File: config.mk
export PLATFORM = sky130hd
export DESIGN_NAME = span_fragment_emitter
export DESIGN_NICKNAME = d
export VERILOG_FILES = /design/src/rtl/span_fragment_emitter_pkg.sv /design/src/rtl/span_fragment_emitter_depth_step_sat.sv /design/src/rtl/span_fragment_emitter.sv
export SDC_FILE = /design/constraint.sdc
export NUM_CORES = 1
export LEC_CHECK = 0
export BUFFER_PORTS_ARGS = -buffer_cell sky130_fd_sc_hd__buf_4
export CORE_AREA = 2 2 157 159
export CTS_CLUSTER_SIZE = 16
export DETAILED_ROUTE_END_ITERATION = 7
export DIE_AREA = 0 0 159 161
export PLACE_DENSITY = 0.85
export SLEW_MARGIN = 20
export SYNTH_ARGS = -nofsm -noshare
export SYNTH_HDL_FRONTEND = slang
export SYNTH_HIERARCHICAL = 1
export SYNTH_SLANG_ARGS = --single-unit
export TNS_END_PERCENT = 100
File: constraint.sdc
create_clock -name clk -period 3.7 [get_ports clk]
set_input_delay 0.74 -clock clk [delete_from_list [all_inputs] [get_ports clk]]
set_output_delay 0.74 -clock clk [all_outputs]
set_load 0.05 [all_outputs]
File: src/rtl/span_fragment_emitter_pkg.sv
// Shared definitions for the span emitter and the z-buffer consumer:
// fragment word layout, default screen size and emitter state encoding.
package span_fragment_emitter_pkg;

   localparam int FRAG_W = 256;

   // Fragment word field positions (inclusive bit ranges)
   localparam int X_HI = 255;
   localparam int X_LO = 240;
   localparam int Y_HI = 239;
   localparam int Y_LO = 224;
   localparam int Z_HI = 223;
   localparam int Z_LO = 208;
   localparam int R_HI = 63;
   localparam int R_LO = 48;
   localparam int G_HI = 47;
   localparam int G_LO = 32;
   localparam int B_HI = 31;
   localparam int B_LO = 16;

   localparam int SCREEN_W = 640;
   localparam int SCREEN_H = 480;

   localparam logic [15:0] Z_MAX = 16'hFFFF;

   typedef enum logic {
      ST_IDLE = 1'b0,
      ST_EMIT = 1'b1
   } emit_state_e;

   // Colour channels are zero-extended to 16 bits inside the word.
   function automatic logic [FRAG_W-1:0] pack_fragment(
      input logic [15:0] x,
      input logic [15:0] y,
      input logic [15:0] z,
      input logic [23:0] rgb
   );
      logic [FRAG_W-1:0] w;
      w              = '0;
      w[X_HI:X_LO]   = x;
      w[Y_HI:Y_LO]   = y;
      w[Z_HI:Z_LO]   = z;
      w[R_HI:R_LO]   = {8'h00, rgb[23:16]};
      w[G_HI:G_LO]   = {8'h00, rgb[15:8]};
      w[B_HI:B_LO]   = {8'h00, rgb[7:0]};
      return w;
   endfunction

endpackage

File: src/rtl/span_fragment_emitter_depth_step_sat.sv
// Saturating depth step: z + dz with unsigned z and signed dz, clamped to the
// 16-bit unsigned depth range.
module depth_step_sat
   import span_fragment_emitter_pkg::*;
(
   input  logic [15:0] z_i,
   input  logic [15:0] dz_i,
   output logic [15:0] z_o
);

   logic signed [17:0] sum;

   always_comb begin
      sum = $signed({2'b00, z_i}) + $signed({{2{dz_i[15]}}, dz_i});
      if (sum < 18'sd0) begin
         z_o = 16'h0000;
      end else if (sum > 18'sd65535) begin
         z_o = Z_MAX;
      end else begin
         z_o = sum[15:0];
      end
   end

endmodule

File: src/rtl/span_fragment_emitter.sv
// Walks one horizontal span per command and pushes one clipped, depth-stepped
// fragment per cycle into the z-buffer fragment queue.
module span_fragment_emitter #(
   parameter logic [15:0] QUEUE_DEPTH = 16'd1024,
   parameter int          SCREEN_W    = span_fragment_emitter_pkg::SCREEN_W,
   parameter int          SCREEN_H    = span_fragment_emitter_pkg::SCREEN_H
) (
   input  logic         clk,
   input  logic         rst_n,
   input  logic         span_valid,
   output logic         span_ready,
   input  logic [15:0]  span_y,
   input  logic [15:0]  span_x0,
   input  logic [15:0]  span_x1,
   input  logic [15:0]  span_z0,
   input  logic [15:0]  span_dz,
   input  logic [23:0]  span_rgb,
   output logic         q_adding,
   output logic [255:0] q_add_regs,
   input  logic [15:0]  q_size,
   input  logic         q_err,
   output logic         busy,
   output logic [15:0]  frag_count,
   output logic         err
);

   import span_fragment_emitter_pkg::*;

   // Two-entry margin: q_size lags our own push by one cycle.
   localparam logic signed [17:0] PUSH_LIMIT = $signed({2'b00, QUEUE_DEPTH}) - 18'sd2;

   emit_state_e         state_q, state_d;
   logic [15:0]         y_q, y_d;
   logic [15:0]         x1_q, x1_d;
   logic [15:0]         cur_x_q, cur_x_d;
   logic [15:0]         cur_z_q, cur_z_d;
   logic [15:0]         dz_q, dz_d;
   logic [23:0]         rgb_q, rgb_d;
   logic                q_adding_q, q_adding_d;
   logic [FRAG_W-1:0]   q_add_regs_q, q_add_regs_d;
   logic [15:0]         frag_count_q;
   logic                err_q;

   logic [15:0]         z_step;
   logic                span_y_ok;
   logic                span_x_ok;
   logic                x_on_screen;
   logic                queue_room;
   logic                last_x;
   logic                advance;

   depth_step_sat u_depth_step_sat (
      .z_i  (cur_z_q),
      .dz_i (dz_q),
      .z_o  (z_step)
   );

   assign span_y_ok   = (int'($signed(span_y)) >= 0) && (int'($signed(span_y)) < SCREEN_H);
   assign span_x_ok   = $signed(span_x0) <= $signed(span_x1);
   assign x_on_screen = (int'($signed(cur_x_q)) >= 0) && (int'($signed(cur_x_q)) < SCREEN_W);
   assign queue_room  = $signed({2'b00, q_size}) <= PUSH_LIMIT;
   assign last_x      = (cur_x_q == x1_q);

   always_comb begin
      state_d      = state_q;
      y_d          = y_q;
      x1_d         = x1_q;
      cur_x_d      = cur_x_q;
      cur_z_d      = cur_z_q;
      dz_d         = dz_q;
      rgb_d        = rgb_q;
      q_adding_d   = 1'b0;
      q_add_regs_d = '0;
      advance      = 1'b0;

      case (state_q)
         ST_IDLE: begin
            if (span_valid) begin
               y_d     = span_y;
               x1_d    = span_x1;
               cur_x_d = span_x0;
               cur_z_d = span_z0;
               dz_d    = span_dz;
               rgb_d   = span_rgb;
               // Empty or off-screen spans are absorbed without leaving IDLE.
               if (span_x_ok && span_y_ok) begin
                  state_d = ST_EMIT;
               end
            end
         end

         ST_EMIT: begin
            if (!x_on_screen) begin
               advance = 1'b1;
            end else if (queue_room) begin
               advance      = 1'b1;
               q_adding_d   = 1'b1;
               q_add_regs_d = pack_fragment(cur_x_q, y_q, cur_z_q, rgb_q);
            end

            if (advance) begin
               cur_x_d = cur_x_q + 16'd1;
               cur_z_d = z_step;
               if (last_x) begin
                  state_d = ST_IDLE;
               end
            end
         end

         default: begin
            state_d = ST_IDLE;
         end
      endcase
   end

   always_ff @(posedge clk or negedge rst_n) begin
      if (!rst_n) begin
         state_q      <= ST_IDLE;
         y_q          <= '0;
         x1_q         <= '0;
         cur_x_q      <= '0;
         cur_z_q      <= '0;
         dz_q         <= '0;
         rgb_q        <= '0;
         q_adding_q   <= 1'b0;
         q_add_regs_q <= '0;
         frag_count_q <= '0;
         err_q        <= 1'b0;
      end else begin
         state_q      <= state_d;
         y_q          <= y_d;
         x1_q         <= x1_d;
         cur_x_q      <= cur_x_d;
         cur_z_q      <= cur_z_d;
         dz_q         <= dz_d;
         rgb_q        <= rgb_d;
         q_adding_q   <= q_adding_d;
         q_add_regs_q <= q_add_regs_d;
         if (q_adding_q) begin
            frag_count_q <= frag_count_q + 16'd1;
         end
         if (q_err) begin
            err_q <= 1'b1;
         end
      end
   end

   assign span_ready = (state_q == ST_IDLE);
   assign busy       = (state_q == ST_EMIT);
   assign q_adding   = q_adding_q;
   assign q_add_regs = q_add_regs_q;
   assign frag_count = frag_count_q;
   assign err        = err_q;

endmodule

==> flow_summary.ini, run 1 <==
[timing]
final.setup.tns_ns = 0
rsz0062_at_grt = false
period_share_pct = 78.3
slew_headroom_pct = 52.4
max_freq_mhz = 345
finalMaxSlewViolations = 0
setup_slack_ns = 0.804
fin_skew_ns = 0.0166
worst-slew-pin-transition_ns = 0.710
hold_slack_ns = 0.296
layout_min_cycle_time_ns = 2.90
setup_viol = 0
hold_viol_final = 0

[cts]
cts_buffer_depth = 2
post_cts_buffers = 0
cts_root_buffer = clkbuf_16
htreeDepth = 4
clk_latency_ns = 0.44
cts_made_buffers = 17
cts.repair.resized = 0
cts_sinks = 195
cts_hold_buf = 0
clk_pin_slew_ns = 0.09
cts_tree = done

[yosys]
synth_warnings = 6
synth_largest_area_cell = dfrtp_1
async_flop_share_pct = 100
ys_ff_latch = 195
synthDistinctLibCells = 68
syn_area_per_cell_um2 = 9.44
synthCells = 1123
synth_area_leaders = dfrtp_1 46%, buf_4 14%, nand2_1 8.2%, ha_1 4.2%, and2_1 4.0%
synth_ff_type = dfrtp_1
yosysTopAreaCellShare_pct = 46.0
yosysSeqAreaShare_pct = 46.0
synth-edff-count = 0
syn_area_mm2 = 0.0106

[routing]
drt-pass1-iter-count = 7
via_per_inst = 4.78
antenna_left = 0
drtIter0Drc = 618
drc_errors = 0
wire_per_inst_um = 15.2
wirelength_mm = 25.2
num_vias = 7938

[worst_setup_path]
rr_startpoint = cur_z_q[13]$_DFFE_PN0P_
critPathMaxFanout = 12
worstSetupStartpoint = cur_z_q[13]$_DFFE_PN0P_
regToRegSetupSlack_ns = 0.80
cp_data_arrival_time_ns = 3.21
worstRegToRegCells = 9
endpoint = cur_z_q[14]$_DFFE_PN0P_
required_ns = 4.02
crit_type = reg -> reg
timing.rr.end = cur_z_q[14]$_DFFE_PN0P_
cp-end-kind = register
worstSetupStartpointType = register

[grt]
antenna_found_initial = 1
track_usage_pct = 19.2
grt_max_degree = 72
overflow = 0
grt_pass1_vias = 7567
grt_first_pass_wirelength_mm = 39.2

[layout]
layout-drive-gt1-share_pct = 20.6
design_area_mm2 = 0.0124
fin_util_pct = 51.9
nNetsFinal = 1485
final_cell_mix = 231 x nand2_1, 222 x buf_4, 194 x dfrtp_1
final_cells = 1662
layout_commonest_cell = nand2_1
area.growth.synth_to_final_pct = 17.3

[placed_design]
place_inst = 1629
place_worst_setup_slack_ns = 0.816
hpwlAfterDp_mm = 18.6
place.gp.congestion = 0.913
port_buffers = 215
dpl_cell_area_mm2 = 0.0118

[die]
placementRows = 57
coreArea_mm2 = 0.0240
die_h_um = 161
initial_core_util_pct = 44.3
num_io_pins = 400
dieArea_mm2 = 0.0256
dieWidth_um = 159

[job]
cap_violations = 0

[min_path]
hold_path.class = in -> async

[power]
p_total_mw = 8.77
leakagePower_nw = 6.59
irDropWorstVdd_mv = 0.320
p_per_area_mw_per_mm2 = 704

[run_status]
outcome = finished clean
-- Yosys cell counts, types with 3 or more instances --
master,count
clkbuf_1,19
nor2_1,25
a31oi_1,4
buf_4,193
xor2_1,11
buf_2,12
a21o_1,4
o211ai_1,7
nand2_1,232
nor3_1,6
or4_1,3
mux2i_1,20
ha_1,36
xnor2_1,32
o21ai_1,3
o21ai_0,41
o22ai_1,10
nand2b_1,4
nand4_1,22
inv_1,31
a21oi_1,41
nand3_1,22
dfrtp_1,195
nor2b_1,10
buf_1,5
and3_1,9
and2_1,68
nor4_1,3
o31ai_1,3
a211oi_1,4
-- how the worst min path moves through the flow --
stage                               start                        end
floorplan                           rst_n             busy$_DFF_PN0_
global placement       y_q[0]$_DFFE_PN0P_         y_q[0]$_DFFE_PN0P_
detailed placement  rgb_q[12]$_DFFE_PN0P_      rgb_q[12]$_DFFE_PN0P_
CTS                                 rst_n  q_add_regs[228]$_DFF_PN0_
global route                        rst_n  q_add_regs[228]$_DFF_PN0_
finish                              rst_n  q_add_regs[228]$_DFF_PN0_
-- power by group --
part           leakage (nW)  internal, mW  switching (mW)
clock network         0.294         0.926           0.951
registers              2.56          2.72           0.513
logic                  3.74          1.39            2.27
-- logic make-up after synthesis --
kind of cell	synth area share [%]
AOI/OAI and AO/OA	8.80
xor gates and xnor gates	3.70
adders and majority gates	4.44
buffers and inverters	16.4
DFF	46.0
muxes	1.99
other	0.0354
and+or+nand+nor	18.6
-- registers in the layout, indices dropped and copies added (netlist names) --
| name | count |
|---|---|
| busy | 1 |
| cur_x_q | 16 |
| cur_z_q | 16 |
| dz_q | 16 |
| err | 1 |
| frag_count | 16 |
| q_add_regs | 72 |
| q_adding | 1 |
| rgb_q | 24 |
| x1_q | 16 |
| y_q | 16 |
-- metal layers --
metal	vias up	wire, um	GRT usage, %
li1	3721	-	-
met1	3785	9910	23.6
met2	395	12700	33.3
met3	37	2020	4.31
met4	0	627	7.15
met5	-	0	0
-- critical path, stage by stage (launching register included) --
cell and delay (ns):
dfrtp_1 0.40, ha_1 0.42, a21o_1 0.23, a211o_1 0.31, o22ai_1 0.25, a21oi_4 0.11
xnor2_2 0.58, a41oi_1 0.21, mux2i_1 0.18, o21ai_0 0.09
-- final cells by class --
cell class	instances	area [um2]
diodes	1	2.50
clock buffers	18	429
clock inverters	14	180
fillers	2132	11500
inverters	31	116
multi-input cells	854	4710
flip-flops and latches	195	4880
well taps	324	405
repair buffers	225	1720
(Power assumes the default switching activity.)
==> inputs of run 2 (changes only) <==
Settings changed: ABC_AREA set to 1, CORE_AREA 2 2 157 159 to 2 2 156 158, DIE_AREA 0 0 159 161 to 0 0 158 160, PLACE_DENSITY 0.85 to 0.89.
Clock period 3.7 ns to 2.7 ns, I/O delays scaled along.
==> flow_summary.ini, run 2 <==
[worst_setup_path]
worstSetupStartpoint = cur_z_q[0]$_DFFE_PN0P_
cp_data_arrival_time_ns = 2.79
worstSetupStartpointType = register
critPathMaxFanout = 7
required_ns = 3.01
timing.rr.end = cur_z_q[10]$_DFFE_PN0P_
regToRegSetupSlack_ns = 0.22
rr_startpoint = cur_z_q[0]$_DFFE_PN0P_
endpoint = cur_z_q[10]$_DFFE_PN0P_
worstRegToRegCells = 19
cp-end-kind = register
crit_type = reg -> reg

[timing]
max_freq_mhz = 403
final.setup.tns_ns = 0
rsz0062_at_grt = false
setup_viol = 0
slew_headroom_pct = 59.8
worst-slew-pin-transition_ns = 0.603
hold_viol_final = 0
period_share_pct = 91.9
finalMaxSlewViolations = 0
fin_skew_ns = 0.0133
layout_min_cycle_time_ns = 2.48
hold_slack_ns = 0.301

[routing]
wire_per_inst_um = 13.4
antenna_left = 0
wirelength_mm = 25.5
via_per_inst = 4.56
drc_errors = 0
drt-pass1-iter-count = 5
drtIter0Drc = 521
num_vias = 8698

[yosys]
synth_adder_area_share_pct = 4.23
synth-compound-area-share_pct = 6.33
synth_area_leaders = dfrtp_1 44%, buf_4 13%, nand2_1 12%, inv_1 5.0%, ha_1 4.0%
synthDistinctLibCells = 45
syn_area_mm2 = 0.0111
synth_largest_area_cell = dfrtp_1
ys_ff_latch = 195
async_flop_share_pct = 100
muxShareOfSynthArea_pct = 0.101
yosysTopAreaCellShare_pct = 43.9
syn_area_per_cell_um2 = 8.20
yosysSeqAreaShare_pct = 43.9
synthXorXnorAreaFrac_pct = 3.40
synth_common_cells = 360 x nand2_1, 195 x dfrtp_1, 188 x buf_4, 149 x inv_1, 87 x nor2_1
synth_simple_gate_area_share_pct = 22.1
post-synth-top-count-cell = nand2_1
synth-edff-count = 0
synth_top_family_by_area = simple AND/OR/NAND/NOR gates
synth_warnings = 6
synthCells = 1356
synth_ff_type = dfrtp_1

[placed_design]
place.gp.congestion = 0.895
port_buffers = 215
hpwlAfterDp_mm = 19.1

[cts]
cts_buffer_depth = 2
clk_latency_ns = 0.43
clk_pin_slew_ns = 0.08
cts_root_buffer = clkbuf_16
htreeDepth = 4
cts_made_buffers = 17
cts_tree = done
cts_sinks = 195

[die]
dieArea_mm2 = 0.0253
coreArea_mm2 = 0.0238
die_h_um = 160
initial_core_util_pct = 46.7
num_io_pins = 400
dieWidth_um = 158
placementRows = 57

[grt]
track_usage_pct = 20.1
grt_first_pass_wirelength_mm = 40.9
overflow = 0
grt_pass1_vias = 8478
antenna_found_initial = 0
grt_max_degree = 102

[power]
irDropWorstVdd_mv = 0.361
seqPwrFrac_pct = 40.4
leakagePower_nw = 7.33
p_per_area_mw_per_mm2 = 627
p_int_mw = 5.08
swShare_pct = 37.9
switchingPower_mw = 3.10
clkPwrFrac_pct = 31.2
pwr-share-comb_pct = 28.4

[run_status]
outcome = finished clean

[layout]
layout_commonest_cell = nand2_1
area.growth.synth_to_final_pct = 17.3
layout-drive-gt1-share_pct = 21.3
largest_register_ffs = 72
nNetsFinal = 1732
final_cell_mix = 359 x nand2_1, 222 x buf_4, 195 x dfrtp_1
diodes = 0

[job]
cap_violations = 0

[min_path]
hold_path.class = in -> reg
run 2: cell type report:
cell class,count,area (um2)
repair buffers,229,1790
fillers,2113,10800
inverters,162,609
clock inverters,14,159
multi-input cells,966,4760
well taps,324,405
flip-flops and latches,195,4880
clock buffers,18,439
run 2: stage by stage:
stage	instance area (um2)	total power, mW	utilization, %	instances	setup slack (ns)
finish	13000	8.17	54.8	1908	0.219
global route	13000	8.63	54.8	1908	0.0202
CTS	13000	8.21	54.6	1906	0.113
detailed placement	12400	5.62	52.0	1873	0.142
global placement	12400	5.57	52.0	1873	0.273
floorplan	11800	5.29	-	1545	0.456
run 2: layer usage:
| layer | wire length [um] | track usage [%] | vias to the layer above |
|---|---|---|---|
| met5 | 0 | 0 | - |
| met4 | 710 | 8.11 | 0 |
| met3 | 1720 | 3.99 | 36 |
| met2 | 12500 | 33.9 | 330 |
| met1 | 10500 | 25.3 | 4080 |
| li1 | - | - | 4252 |
run 2: worst min-delay path by stage:
stage,to,slack [ns],startpoint,cells past startpoint
global placement,x1_q[7]$_DFFE_PN0P_,0.42,rst_n,1
global route,err$_DFFE_PN0P_,0.29,q_err,2
finish,err$_DFFE_PN0P_,0.30,q_err,2
detailed placement,x1_q[7]$_DFFE_PN0P_,0.42,rst_n,1
CTS,err$_DFFE_PN0P_,0.28,q_err,2
floorplan,busy$_DFF_PN0_,0.24,rst_n,0
run 2: power groups by stage:
stage / clock network, mW / logic (mW) / registers (mW)
after floorplan: 0 / 1.98 / 3.31
after global placement: 0 / 2.23 / 3.34
after detailed placement: 0 / 2.27 / 3.36
after CTS: 2.63 / 2.28 / 3.30
after global routing: 2.73 / 2.57 / 3.33
final: 2.55 / 2.32 / 3.30
run 2: repair_timing:
| item | 4_1_cts | 5_1_grt |
|---|---|---|
| endpoints found under the hold margin | 17 | 0 |
| resized for setup | 0 | 3 |
| hold buffers | 1 | 0 |
| buffers inserted | 0 | 1 |
| endpoints found under the setup margin | 0 | 16 |
run 2: worst max-delay path, cell delays in order (launching register included):
cell and delay, ns:
dfrtp_1 0.37, ha_2 0.20, inv_1 0.05, fa_1 0.40
inv_1 0.10, nand3_1 0.07, nand2_1 0.13, nand2_1 0.08
nand2_2 0.09, nand2_1 0.06, nand2_1 0.09, inv_1 0.10
nand3_2 0.20, nand3_1 0.11, nand2_1 0.08, inv_2 0.03
nand2_1 0.05, nand2_1 0.05, nand2_1 0.06, o21ai_1 0.05
run 2: cell families (layout without fill, tap and decap cells):
logic type / Yosys count / count (layout)
multiplexers: 1 / 1
other: 1 / 190
AND/OR/NAND/NOR: 574 / 575
adder cells (fa/ha/maj): 37 / 37
flip-flops: 195 / 195
buffers and inverters: 385 / 423
AO/OA/AOI/OAI: 122 / 122
XOR/XNOR: 41 / 41
==> inputs of run 3 (changes only) <==
Settings changed: RECOVER_POWER set to 25.
==> flow_summary.ini, run 3 (synthesis results as in run 2) <==
[run_status]
outcome = finished clean

[die]
dieArea_mm2 = 0.0253
coreArea_mm2 = 0.0238
num_io_pins = 400
placementRows = 57
die_h_um = 160
dieWidth_um = 158
initial_core_util_pct = 46.7

[layout]
fill_cells = 2114
diodes = 0
fin_util_pct = 54.7
final_cell_mix = 359 x nand2_1, 222 x buf_4, 195 x dfrtp_1
layout-drive-gt1-share_pct = 21.2
nNetsFinal = 1732
largest_register_ffs = 72
design_area_mm2 = 0.0130
area.growth.synth_to_final_pct = 17.2
layout_commonest_cell = nand2_1

[timing]
rsz0062_at_grt = false
fin_skew_ns = 0.0138
period_share_pct = 92.0
final.setup.tns_ns = 0
finalMaxSlewViolations = 0
setup_viol = 0
worst-slew-pin-transition_ns = 1.18
max_freq_mhz = 403
slew_headroom_pct = 21.4
layout_min_cycle_time_ns = 2.48
hold_slack_ns = 0.301
hold_viol_final = 0

[worst_setup_path]
critPathMaxFanout = 7
worstSetupStartpointType = register
worstRegToRegCells = 19
critPathTopFamily = simple AND/OR/NAND/NOR gates
critPathMaxStageDelay_ns = 0.40
cp_common_cell = nand2_1
worst-path-stages = 19
worst-path-buf-inv = 4
regToRegSetupSlack_ns = 0.22
cp-end-kind = register
cp_cell_sequence = ha_2, inv_1, fa_1, inv_1, nand3_1, nand2_1, nand2_1, nand2_2, nand2_1, nand2_1, inv_1, nand3_2, nand3_1, nand2_1, inv_2, nand2_1, nand2_1, nand2_1, o21ai_1
crit_type = reg -> reg
cp_data_arrival_time_ns = 2.80
required_ns = 3.01
crit_path_top_delay_cell = fa_1

[routing]
drtIter0Drc = 514
via_per_inst = 4.58
num_vias = 8743
wirelength_mm = 25.5
wire_per_inst_um = 13.4
antenna_left = 0
drt-pass1-iter-count = 5
drc_errors = 0

[placed_design]
port_buffers = 215
dpl_cell_area_mm2 = 0.0124
place.gp.congestion = 0.895
hpwlAfterDp_mm = 19.1

[grt]
track_usage_pct = 20.1
grt_pass1_vias = 8478
grt_first_pass_wirelength_mm = 40.9
antenna_found_initial = 0
grt_max_degree = 102
overflow = 0

[power]
leakagePower_nw = 7.33
irDropWorstVdd_mv = 0.361
p_total_mw = 8.17
p_per_area_mw_per_mm2 = 627

[cts]
clk_pin_slew_ns = 0.08
cts_buffer_depth = 2
cts_tree = done
cts_root_buffer = clkbuf_16
cts_sinks = 195
htreeDepth = 4
cts_made_buffers = 17
clk_latency_ns = 0.43

[job]
cap_violations = 0

[min_path]
hold_path.class = in -> reg
hold_depth = 2
run 3: final timing paths:
| check | from | to |
|---|---|---|
| setup / recovery | cur_z_q[0]$_DFFE_PN0P_ | cur_z_q[10]$_DFFE_PN0P_ |
| hold / removal | q_err | err$_DFFE_PN0P_ |
| setup reg to reg | cur_z_q[0]$_DFFE_PN0P_ | cur_z_q[10]$_DFFE_PN0P_ |
| hold reg to reg | err$_DFFE_PN0P_ | err$_DFFE_PN0P_ |
| max in group asynchronous | rst_n | dz_q[8]$_DFFE_PN0P_ |
| min in group asynchronous | rst_n | x1_q[7]$_DFFE_PN0P_ |
run 3: where the power goes:
group          switching, mW  internal (mW)
sequential             0.186           3.12
combinational           1.63          0.684
clock                   1.28           1.27
run 3: final cells by class:
| class | count | area [um2] | area share [%] |
|---|---|---|---|
| sequential | 195 | 4880 | 37.4 |
| clock inverter | 14 | 159 | 1.22 |
| multi-input combinational | 966 | 4760 | 36.5 |
| clock buffer | 18 | 439 | 3.37 |
| tap | 324 | 405 | 3.11 |
| inverter | 162 | 609 | 4.68 |
| timing repair buffer | 229 | 1780 | 13.7 |
run 3: repair_timing:
action / 4_1_cts / 5_1_grt
resized for setup: 0 / 3
setup endpoints to repair: 0 / 16
setup buffers: 0 / 1
hold buffers: 1 / 0
hold endpoints to repair: 17 / 0
run 3: metrics by stage:
stage	setup WS, ns	instances
6_report	0.216	1908
2_1_floorplan	0.456	1545
4_1_cts	0.113	1906
3_5_place_dp	0.142	1873
3_3_place_gp	0.273	1873
5_1_grt	0.0202	1908
run 3: layer usage:
metal  routed length [um]  track usage, %  vias to the layer above
met4                  721            8.11                        0
met3                 1750            3.99                       44
met1                10500            25.3                     4104
met2                12500            33.9                      339
met5                    0               0                        -
li1                     -               -                     4256
